`src/rtl/modulo_varredura_matriz_pkg.sv`:
```
// Shared constants for the matrix scan block: default geometry, FSM encoding
// and the row-drive decoder.
package modulo_varredura_matriz_pkg;

  localparam int unsigned NUM_COL_PADRAO = 5;
  localparam int unsigned NUM_LIN_PADRAO = 7;
  localparam int unsigned DIV_PADRAO     = 4;

  typedef enum logic {
    OCIOSO = 1'b0,
    VARRE  = 1'b1
  } estado_t;

  // Active-low one-hot drive for the selected row.
  function automatic logic [7:0] linha_ativa(input logic [2:0] lin);
    return ~(8'd1 << lin);
  endfunction

endpackage

```
`src/rtl/modulo_divisor_varredura.sv`:
```
// Dwell divider: counts 0..DIV-1 while enabled; terminal marks the last
// enabled cycle of a position, so the scan advances on that edge.
module modulo_divisor_varredura #(
  parameter int unsigned DIV = 4
) (
  input  logic clk,
  input  logic reset_n,
  input  logic habilita,
  input  logic limpa,
  output logic terminal
);

  localparam logic [7:0] ULTIMO = 8'(DIV - 1);

  logic [7:0] contagem;

  // Terminal only while enabled, so a pause holds back the advance.
  assign terminal = habilita && (contagem == ULTIMO);

  // Counter: clear has priority, wraps on terminal, frozen when disabled.
  always_ff @(posedge clk or negedge reset_n) begin
    if (!reset_n) begin
      contagem <= 8'd0;
    end else if (limpa || terminal) begin
      contagem <= 8'd0;
    end else if (habilita) begin
      contagem <= contagem + 8'd1;
    end
  end

endmodule

```
`src/rtl/modulo_varredura_matriz.sv`:
```
// Row-major matrix scanner: walks (mdc, mdl) over NUM_COL x NUM_LIN positions,
// holding each for DIV cycles, with single-frame or continuous operation.
module modulo_varredura_matriz
  import modulo_varredura_matriz_pkg::*;
#(
  parameter int unsigned DIV     = DIV_PADRAO,
  parameter int unsigned NUM_COL = NUM_COL_PADRAO,
  parameter int unsigned NUM_LIN = NUM_LIN_PADRAO
) (
  input  logic       clk,
  input  logic       reset_n,
  input  logic       iniciar,
  input  logic       continuo,
  input  logic       pausa,
  output logic [2:0] mdc,
  output logic [2:0] mdl,
  output logic       valido,
  output logic       ocupado,
  output logic       quadro_fim,
  output logic [7:0] linha_n
);

  localparam logic [2:0] ULT_COL = 3'(NUM_COL - 1);
  localparam logic [2:0] ULT_LIN = 3'(NUM_LIN - 1);

  estado_t    estado, estado_prox;
  logic [2:0] mdc_prox, mdl_prox;
  logic       valido_prox, ocupado_prox, fim_prox;
  logic [7:0] linha_prox;
  logic       habilita, limpa, terminal;

  // Divider runs only while scanning and unpaused; idle keeps it at zero so
  // each frame starts with a full dwell on (0,0).
  assign habilita = (estado == VARRE) && !pausa;
  assign limpa    = (estado == OCIOSO);

  modulo_divisor_varredura #(
    .DIV(DIV)
  ) u_divisor (
    .clk     (clk),
    .reset_n (reset_n),
    .habilita(habilita),
    .limpa   (limpa),
    .terminal(terminal)
  );

  // Next-state and next-output logic; strobes default low every cycle.
  always_comb begin
    estado_prox  = estado;
    mdc_prox     = mdc;
    mdl_prox     = mdl;
    valido_prox  = 1'b0;
    ocupado_prox = ocupado;
    fim_prox     = 1'b0;
    case (estado)
      OCIOSO: begin
        if (iniciar) begin
          estado_prox  = VARRE;
          mdc_prox     = 3'd0;
          mdl_prox     = 3'd0;
          valido_prox  = 1'b1;
          ocupado_prox = 1'b1;
        end
      end
      VARRE: begin
        // terminal already excludes paused cycles, so pause wins here.
        if (terminal) begin
          if (mdc == ULT_COL) begin
            mdc_prox = 3'd0;
            if (mdl == ULT_LIN) begin
              mdl_prox = 3'd0;
              fim_prox = 1'b1;
              if (continuo) begin
                valido_prox = 1'b1;
              end else begin
                estado_prox  = OCIOSO;
                ocupado_prox = 1'b0;
              end
            end else begin
              mdl_prox    = mdl + 3'd1;
              valido_prox = 1'b1;
            end
          end else begin
            mdc_prox    = mdc + 3'd1;
            valido_prox = 1'b1;
          end
        end
      end
      default: estado_prox = OCIOSO;
    endcase
    linha_prox = ocupado_prox ? linha_ativa(mdl_prox) : 8'hFF;
  end

  // Registered state and outputs; reset forces idle mid-scan as well.
  always_ff @(posedge clk or negedge reset_n) begin
    if (!reset_n) begin
      estado     <= OCIOSO;
      mdc        <= 3'd0;
      mdl        <= 3'd0;
      valido     <= 1'b0;
      ocupado    <= 1'b0;
      quadro_fim <= 1'b0;
      linha_n    <= 8'hFF;
    end else begin
      estado     <= estado_prox;
      mdc        <= mdc_prox;
      mdl        <= mdl_prox;
      valido     <= valido_prox;
      ocupado    <= ocupado_prox;
      quadro_fim <= fim_prox;
      linha_n    <= linha_prox;
    end
  end

endmodule

```
`config.mk`:
```
export PLATFORM = sky130hd
export DESIGN_NAME = modulo_varredura_matriz
export DESIGN_NICKNAME = d
export VERILOG_FILES = /design/src/rtl/modulo_varredura_matriz_pkg.sv /design/src/rtl/modulo_divisor_varredura.sv /design/src/rtl/modulo_varredura_matriz.sv
export SDC_FILE = /design/constraint.sdc
export NUM_CORES = 1
export LEC_CHECK = 0
export ABC_AREA = 0
export BUFFER_PORTS_ARGS = -buffer_cell sky130_fd_sc_hd__buf_2
export CAP_MARGIN = 0
export CORE_MARGIN = 5
export CORE_UTILIZATION = 50
export CTS_BUF_LIST = sky130_fd_sc_hd__clkbuf_16
export CTS_CLUSTER_DIAMETER = 60
export DETAILED_ROUTE_END_ITERATION = 16
export PLACE_DENSITY = 0.72
export SYNTH_ARGS = -nofsm -noshare
export SYNTH_HDL_FRONTEND = slang
export SYNTH_SLANG_ARGS = --single-unit
```
`constraint.sdc`:
```
create_clock -name clk -period 2.9 [get_ports clk]
set_clock_uncertainty 0.1 [all_clocks]
set_input_delay 0.29 -clock clk [delete_from_list [all_inputs] [get_ports clk]]
set_output_delay 0.29 -clock clk [all_outputs]
set_load 0.01 [all_outputs]
```
==> flow_summary.yaml, run 1 <==
worst_hold_path:
  hold_class: "in -> reg"
  hp-start: "iniciar"
  holdPathEnd: "mdc[0]"
  holdPathStages: 4
yosys:
  ys.flop_type: "dfrtp_1"
  yosysWarnings: 0
  synthXorXnorAreaFrac: 0.0548
  synth_area_um2: 1280
  synthesis.nets: 128
  synth_edf_count: 0
  yosys.area_share.adder: 0.0294
  synthMuxAreaShare: 0.00783
  synth_compound_gate_area_share: 0.0920
  synth_top_family_by_area: "simple AND/OR/NAND/NOR gates"
  synthSimpleGateAreaFrac: 0.268
  synth_most_common_cell: "dfrtp_1"
  synth_common_cells: "dfrtp_1, nor2_1, nand2_1"
  synth_area_leaders: "dfrtp_1, dfstp_2, nor2_1, xnor2_1, nand2_1"
  yosysUniqueCellTypes: 40
  synth_top_area_frac: 0.352
  syn_area_per_cell_um2: 10.7
  synth_seq_cells: 26
  synth_largest_area_cell: "dfrtp_1"
  ys_seq_area_frac: 0.517
  synth_cells: 120
  async_flop_share: 1.00
clocking:
  root_buffer: "clkbuf_16"
  clk-insertion-delay-late_ns: 0.26
  clock_sinks: 26
  cts_resized: 0
  cts_buffers: 3
  clk_path_buf_depth: 2
  htreeDepth: 1
  post_cts_buffers: 0
  clkTransAtPathRegs_ns: 0.06
  cts_hold_buf: 1
  cts_tree: "done"
grt:
  grt_max_degree: 27
  overflow: 0
  met2_usage: 0.269
  grt_use_total: 0.156
  gr-usage-met3: 0.0277
  antenna_found_initial: 0
  grtUsageMet1: 0.194
  grt-busiest-layer: "met2"
  grt_pass1_wl_mm: 4.31
  grt_pass1_vias: 991
floorplanning:
  die_width_um: 60.6
  ios: 22
  rows: 18
  coreArea_um2: 2450
  start_util: 0.521
  die_area_um2: 3670
  die_h_um: 60.6
route:
  wl_per_cell_um: 14.6
  via_per_inst: 5.53
  drt-total-wl_mm: 2.52
  first_iter_violations: 13
  dr.pass1.iters: 4
  ant_nets: 0
  vias: 957
  drc: 0
power:
  power_density_nw_per_um2: 771
  p_int_w: 0.000821
  p_sw_w: 0.000342
  finalPower_w: 0.00116
  power.share.switching: 0.294
  ir_drop_uv: 524
  power.leakage_nw: 0.682
  power_frac_comb: 0.238
  pwr-share-clk: 0.341
  seq_power_share: 0.421
sta:
  post-route-period-util: 0.773
  rsz0062_at_grt: "false"
  fin_tns_setup_ns: 0
  maxSlewViolCount: 0
  period_minus_slack_ns: 2.24
  slew_headroom: 0.621
  holdWs_ns: 0.246
  fmax_ghz: 0.446
  worstMarginPinSlew_ns: 0.569
  finalSetupViolCount: 0
  hold_viol_final: 0
run:
  drv_cap: 0
critical_path:
  cp-start-kind: "flop"
  cp_cell_sequence: "or4_4 > or3_1 > nor3b_2 > o21a_2 > nand3_1"
  rr_worst_depth: 5
  worstSetupPathType: "reg -> reg"
  r2r_slack_ns: 0.66
  path_delay_family: "simple AND/OR/NAND/NOR gates"
  slowest_stage: "or4_4"
  critPathRequiredTime_ns: 2.96
  cp_max_fo: 6
  r2r-start: "u_divisor.contagem[2]"
  r2r_end: "linha_n[5]"
  cp.arrival_ns: 2.30
  cp-end-kind: "flop"
  path_buf_inv: 0
  slowest_delay_ns: 0.58
placed_design:
  dp_cells: 168
  numPortBuffers: 21
  routabilityCongestion: 0.816
  post-dp-hpwl_mm: 1.80
layout:
  antennaDiodeCount: 0
  postLayoutCoreUtil: 0.614
  area_growth_pct: 17.9
  drive_above_1_share: 0.287
  nets: 152
  finalNonFillerCells: 173
outcome:
  outcome: "complete, no violations"
==> placed cells by master, fill, tap and decap left out, types with 2 or more instances in the layout <==
master,count
buf_2,21
dfrtp_1,18
nor2_1,12
nand2_1,11
dfstp_2,8
nand3_1,6
xnor2_1,5
nand2b_1,4
a21oi_1,4
inv_1,3
nand3b_1,3
nor2b_1,3
nor3_1,3
o21ai_0,3
xor2_1,3
ha_1,3
clkbuf_16,3
or2_2,2
nand4b_1,2
nor3b_1,2
a31oi_1,2
o21ai_1,2
a22o_1,2
==> worst reg2reg max path: stages (launching register included) <==
cell and delay [ns]:
dfrtp_1 0.42, or4_4 0.58, or3_1 0.52, nor3b_2 0.25
o21a_2 0.18, nand3_1 0.09
==> power groups by stage <==
stage / Sequential (W) / Combinational, W / Clock [W]
6_report: 0.000490 / 0.000277 / 0.000397
4_1_cts: 0.000489 / 0.000281 / 0.000406
2_1_floorplan: 0.000497 / 0.000198 / 0
5_1_grt: 0.000501 / 0.000313 / 0.000417
3_5_place_dp: 0.000494 / 0.000277 / 0
3_3_place_gp: 0.000492 / 0.000271 / 0
==> how the worst max path moves through the flow <==
| stage | start | end | slack [ns] | cells past startpoint |
|---|---|---|---|---|
| final | u_divisor.contagem[2] | linha_n[5] | 0.66 | 5 |
| after global routing | u_divisor.contagem[2] | linha_n[6] | 0.49 | 5 |
| after CTS | u_divisor.contagem[2] | linha_n[4] | 0.67 | 5 |
| after detailed placement | u_divisor.contagem[2] | linha_n[4] | 0.70 | 5 |
| after global placement | u_divisor.contagem[2] | linha_n[5] | 0.72 | 5 |
| after floorplan | u_divisor.contagem[2] | linha_n[5] | 0.81 | 6 |
==> area by class of cell <==
cell class / instances / area, um^2
sequential: 26 / 661
clock inverter: 1 / 30.0
clock buffer: 3 / 75.1
timing repair buffer: 22 / 115
inverter: 3 / 11.3
fill: 200 / 947
tap: 30 / 37.5
multi-input combinational: 88 / 578
==> registers in the layout, summed over array words and instances (netlist names) <==
signal and cells:
linha_n 8, estado 1, quadro_fim 1, valido 1
ocupado 1, mdl 3, u_divisor.contagem 8, mdc 3
==> cells by family (layout without fill, tap and decap cells) <==
group           Yosys count  count (layout)
compound gates           18              18
xor+xnor                  8               8
fa+ha+maj                 3               3
buf+inv                   6              29
flops                    26              26
mux                       1               1
simple gates             58              58
==> through the flow <==
step / worst slack [ns] / cell area [um^2]
finish: 0.658 / 1510
global placement: 0.716 / 1390
floorplan: 0.809 / 1280
CTS: 0.673 / 1510
detailed placement: 0.695 / 1390
global route: 0.487 / 1510
==> routing by layer <==
layer  part of all wire  vias to the layer above
li1                   -                      465
met1               0.43                      460
met2               0.49                       25
met3              0.058                        7
met4              0.021                        0
met5                  0                        -
Power figures use the tool's default switching activity.
==> run 2, diff against run 1 <==
- clock period: 2.9 -> 2.35 ns (I/O delays scaled with it)
==> flow_summary.yaml, run 2 (synthesized netlist as in run 1, its figures left out) <==
sta:
  post-route-period-util: 0.940
  holdWs_ns: 0.194
  fin_tns_setup_ns: 0
  worstMarginPinSlew_ns: 0.566
  setup_ws_ns: 0.140
  hold_viol_final: 0
  rsz0062_at_grt: "false"
  finalSetupViolCount: 0
  slew_headroom: 0.623
  fmax_ghz: 0.452
  maxSlewViolCount: 0
  period_minus_slack_ns: 2.21
layout:
  drive_above_1_share: 0.299
  reg.largest.list: "linha_n: 8 flops, u_divisor.contagem: 8 flops"
  final_common_cell: "buf_2"
  layout_common_cells: "buf_2, dfrtp_1, nor2_1"
  design_area_um2: 1520
  antennaDiodeCount: 0
  area_growth_pct: 18.9
  nets: 153
  finalNonFillerCells: 174
clocking:
  cts_buffers: 3
  clk_path_buf_depth: 2
  htreeDepth: 1
  clkTransAtPathRegs_ns: 0.06
  clock_sinks: 26
  cts_tree: "done"
  root_buffer: "clkbuf_16"
  clk-insertion-delay-late_ns: 0.26
  post_cts_buffers: 0
route:
  drc: 0
  via_per_inst: 5.57
  dr.pass1.iters: 4
  vias: 970
  ant_nets: 0
  wl_per_cell_um: 15.0
  drt-total-wl_mm: 2.61
  first_iter_violations: 21
grt:
  antenna_found_initial: 0
  overflow: 0
  grt_max_degree: 27
  grt_pass1_vias: 928
  grt_use_total: 0.157
  grt_pass1_wl_mm: 4.21
critical_path:
  critPathRequiredTime_ns: 2.41
  cp.arrival_ns: 2.27
  worstSetupPathType: "reg -> reg"
  cp-start-kind: "flop"
  cp-end-kind: "flop"
  cp_max_fo: 7
placed_design:
  post-dp-hpwl_mm: 1.86
  routabilityCongestion: 0.788
  dp_cells: 169
  numPortBuffers: 21
  placed_cell_area_um2: 1400
  pre_cts_ws_ns: 0.152
power:
  power.leakage_nw: 0.689
  power_density_nw_per_um2: 953
  ir_drop_uv: 628
floorplanning:
  ios: 22
  rows: 18
  die_h_um: 60.6
  start_util: 0.521
  coreArea_um2: 2450
  die_area_um2: 3670
  die_width_um: 60.6
worst_hold_path:
  hold_class: "in -> reg"
outcome:
  outcome: "complete, no violations"
run:
  drv_cap: 0
==> run 2: cell count changes in the layout (fill, tap and decap cells not counted) <==
cell     change
buf_4        +1
nor3b_1      -1
nor3b_2      +1
==> run 2: final timing paths <==
check | cells after the start | endpoint | slack [ns] | start
setup / recovery | 5 | linha_n[4] | 0.14 | u_divisor.contagem[6]
hold / removal | 4 | mdc[0] | 0.19 | iniciar
setup reg to reg | 5 | linha_n[4] | 0.14 | u_divisor.contagem[6]
hold reg to reg | 1 | linha_n[2] | 0.39 | ocupado
max in group asynchronous | 2 | u_divisor.contagem[3] | 1.38 | reset_n
min in group asynchronous | 2 | estado | 0.40 | reset_n
==> run 2: layer usage <==
metal  GRT usage  routed length, um  vias to the layer above
met5           0                  0                        -
met4      0.0898                 46                        0
met2       0.253               1310                       29
met3      0.0298                154                        3
li1            -                  -                      466
met1       0.195               1100                      472
==> run 2: per-stage QoR <==
step / utilization / total power [W]
3_5_place_dp: 0.570 / 0.000959
3_3_place_gp: 0.570 / 0.000947
6_report: 0.619 / 0.00145
5_1_grt: 0.619 / 0.00152
4_1_cts: 0.617 / 0.00146
2_1_floorplan: - / 0.000858
==> run 2: repair_timing <==
item | CTS | global route
hold buffers | 1 | 0
endpoints found under the hold margin | 18 | 0
gates resized for setup | 0 | 1
endpoints found under the setup margin | 0 | 5
==> run 2: critical path: stages (launching register included) <==
cell and delay [ns]:
dfrtp_1 0.41, or4_4 0.60, nor3_4 0.33, a41oi_1 0.19
nor2_1 0.34, nand4_1 0.15
==> run 2: where the power goes <==
part / leakage [nW] / switching, W / internal (W) / total, W
Clock: 0.0511 / 0.000153 / 0.000339 / 0.000492
Sequential: 0.310 / 0.0000834 / 0.000522 / 0.000606
Combinational: 0.328 / 0.000193 / 0.000157 / 0.000351
==> run 2: cell type report <==
| cell class | count | area (um^2) |
|---|---|---|
| sequential | 26 | 661 |
| tap | 30 | 37.5 |
| clock inverter | 1 | 30.0 |
| timing repair buffer | 23 | 123 |
| clock buffer | 3 | 75.1 |
| fill | 195 | 935 |
| inverter | 3 | 11.3 |
| multi-input combinational | 88 | 583 |
==> run 3, diff against run 2 <==
- REMOVE_ABC_BUFFERS: unset -> 1
==> flow_summary.yaml, run 3 (synthesized netlist as in run 1, its figures left out) <==
outcome:
  outcome: "complete, no violations"
route:
  drt-total-wl_mm: 2.40
  ant_nets: 0
  via_per_inst: 5.56
  drc: 0
  dr.pass1.iters: 4
  first_iter_violations: 28
  wl_per_cell_um: 13.8
  vias: 967
floorplanning:
  die_h_um: 60.6
  die_area_um2: 3670
  start_util: 0.521
  coreArea_um2: 2450
  ios: 22
  rows: 18
  die_width_um: 60.6
layout:
  final_common_cell: "buf_2"
  area_growth_pct: 18.5
  drive_above_1_share: 0.292
  layout_common_cells: "buf_2, dfrtp_1, nor2_1"
  reg.largest.list: "linha_n: 8 flops, u_divisor.contagem: 8 flops"
  nets: 153
  design_area_um2: 1520
  antennaDiodeCount: 0
power:
  power_frac_comb: 0.240
  p_int_w: 0.00102
  power.share.switching: 0.292
  finalPower_w: 0.00144
  power_density_nw_per_um2: 949
  pwr-share-clk: 0.338
  p_sw_w: 0.000420
  seq_power_share: 0.422
  power.leakage_nw: 0.686
  ir_drop_uv: 627
placed_design:
  routabilityCongestion: 0.837
  placed_cell_area_um2: 1400
  post-dp-hpwl_mm: 1.79
  numPortBuffers: 21
  pre_cts_ws_ns: 0.188
critical_path:
  cp_cell_sequence: "or4_4 > nor3b_1 > o21ai_1 > a22o_1 > a22o_1"
  cp-end-kind: "flop"
  slowest_delay_ns: 0.58
  worstSetupPathType: "reg -> reg"
  critPathRequiredTime_ns: 2.40
  cp_common_cell: "a22o_1"
  path_buf_inv: 0
  cp-start-kind: "flop"
  r2r_slack_ns: 0.17
  cp.arrival_ns: 2.22
  cp_max_fo: 5
  slowest_stage: "or4_4"
  path_delay_family: "simple AND/OR/NAND/NOR gates"
sta:
  hold_viol_final: 0
  finalSetupViolCount: 0
  rsz0062_at_grt: "false"
  slew_headroom: 0.634
  fmax_ghz: 0.459
  setup_ws_ns: 0.173
  fin_tns_setup_ns: 0
  post-route-period-util: 0.926
  maxSlewViolCount: 0
  period_minus_slack_ns: 2.18
  worstMarginPinSlew_ns: 0.549
clocking:
  htreeDepth: 1
  clk_path_buf_depth: 2
  clock_sinks: 26
  root_buffer: "clkbuf_16"
  clk-insertion-delay-late_ns: 0.26
  cts_tree: "done"
  post_cts_buffers: 0
  clkTransAtPathRegs_ns: 0.06
  cts_buffers: 3
run:
  drv_cap: 0
grt:
  grt_use_total: 0.141
  grt_pass1_wl_mm: 3.91
  grt_pass1_vias: 866
  antenna_found_initial: 0
  overflow: 0
  grt_max_degree: 27
worst_hold_path:
  hold_class: "in -> reg"
[run 3: cell count changes in the layout (fill, tap and decap cells not counted)]
cell	before	now
nor3b_1	1	2
nor3b_2	2	1
[run 3: path summary, 6_finish.rpt]
kind,startpoint,to,cells past startpoint
setup / recovery,u_divisor.contagem[2],mdc[2],5
hold / removal,iniciar,mdc[0],4
setup reg to reg,u_divisor.contagem[2],mdc[2],5
hold reg to reg,ocupado,linha_n[2],1
max in group asynchronous,reset_n,linha_n[7],2
min in group asynchronous,reset_n,estado,2
[run 3: final cells by class]
| class | instances | area [um^2] |
|---|---|---|
| flip-flops and latches | 26 | 661 |
| multi-input cells | 88 | 578 |
| inverters | 3 | 11.3 |
| clock buffers | 3 | 75.1 |
| fillers | 192 | 940 |
| clock inverters | 1 | 30.0 |
| repair buffers | 23 | 123 |
| well taps | 30 | 37.5 |
[run 3: stage by stage]
step	util	hold slack [ns]	cells
2_1_floorplan	-	-0.161	117
3_3_place_gp	0.570	0.149	169
3_5_place_dp	0.570	0.160	169
4_1_cts	0.617	0.201	174
5_1_grt	0.617	0.225	174
6_report	0.617	0.206	174
[run 3: layer usage]
metal	up-vias	wire, um	GRT usage
met3	2	150	0.0277
met1	471	1040	0.179
met5	-	0	0
met2	25	1190	0.244
li1	469	-	-
met4	0	19	0.0372
[run 3: tightest hold or removal path, cell delays in order]
cell and delay (ns):
buf_2 0.10, nor2_1 0.07, nand2_1 0.06, o21ai_1 0.06
[run 3: what timing repair did]
action | in CTS | in global routing
resized for setup | 0 | 0
hold endpoints to repair | 18 | 0
setup endpoints to repair | 0 | 0
hold buffers | 1 | 0
[run 3: power groups by stage]
stage	clock (W)	combinational, W	sequential, W
floorplan	0	0.000230	0.000616
global placement	0	0.000340	0.000606
detailed placement	0	0.000351	0.000610
CTS	0.000496	0.000354	0.000603
global route	0.000512	0.000392	0.000616
finish	0.000485	0.000345	0.000606
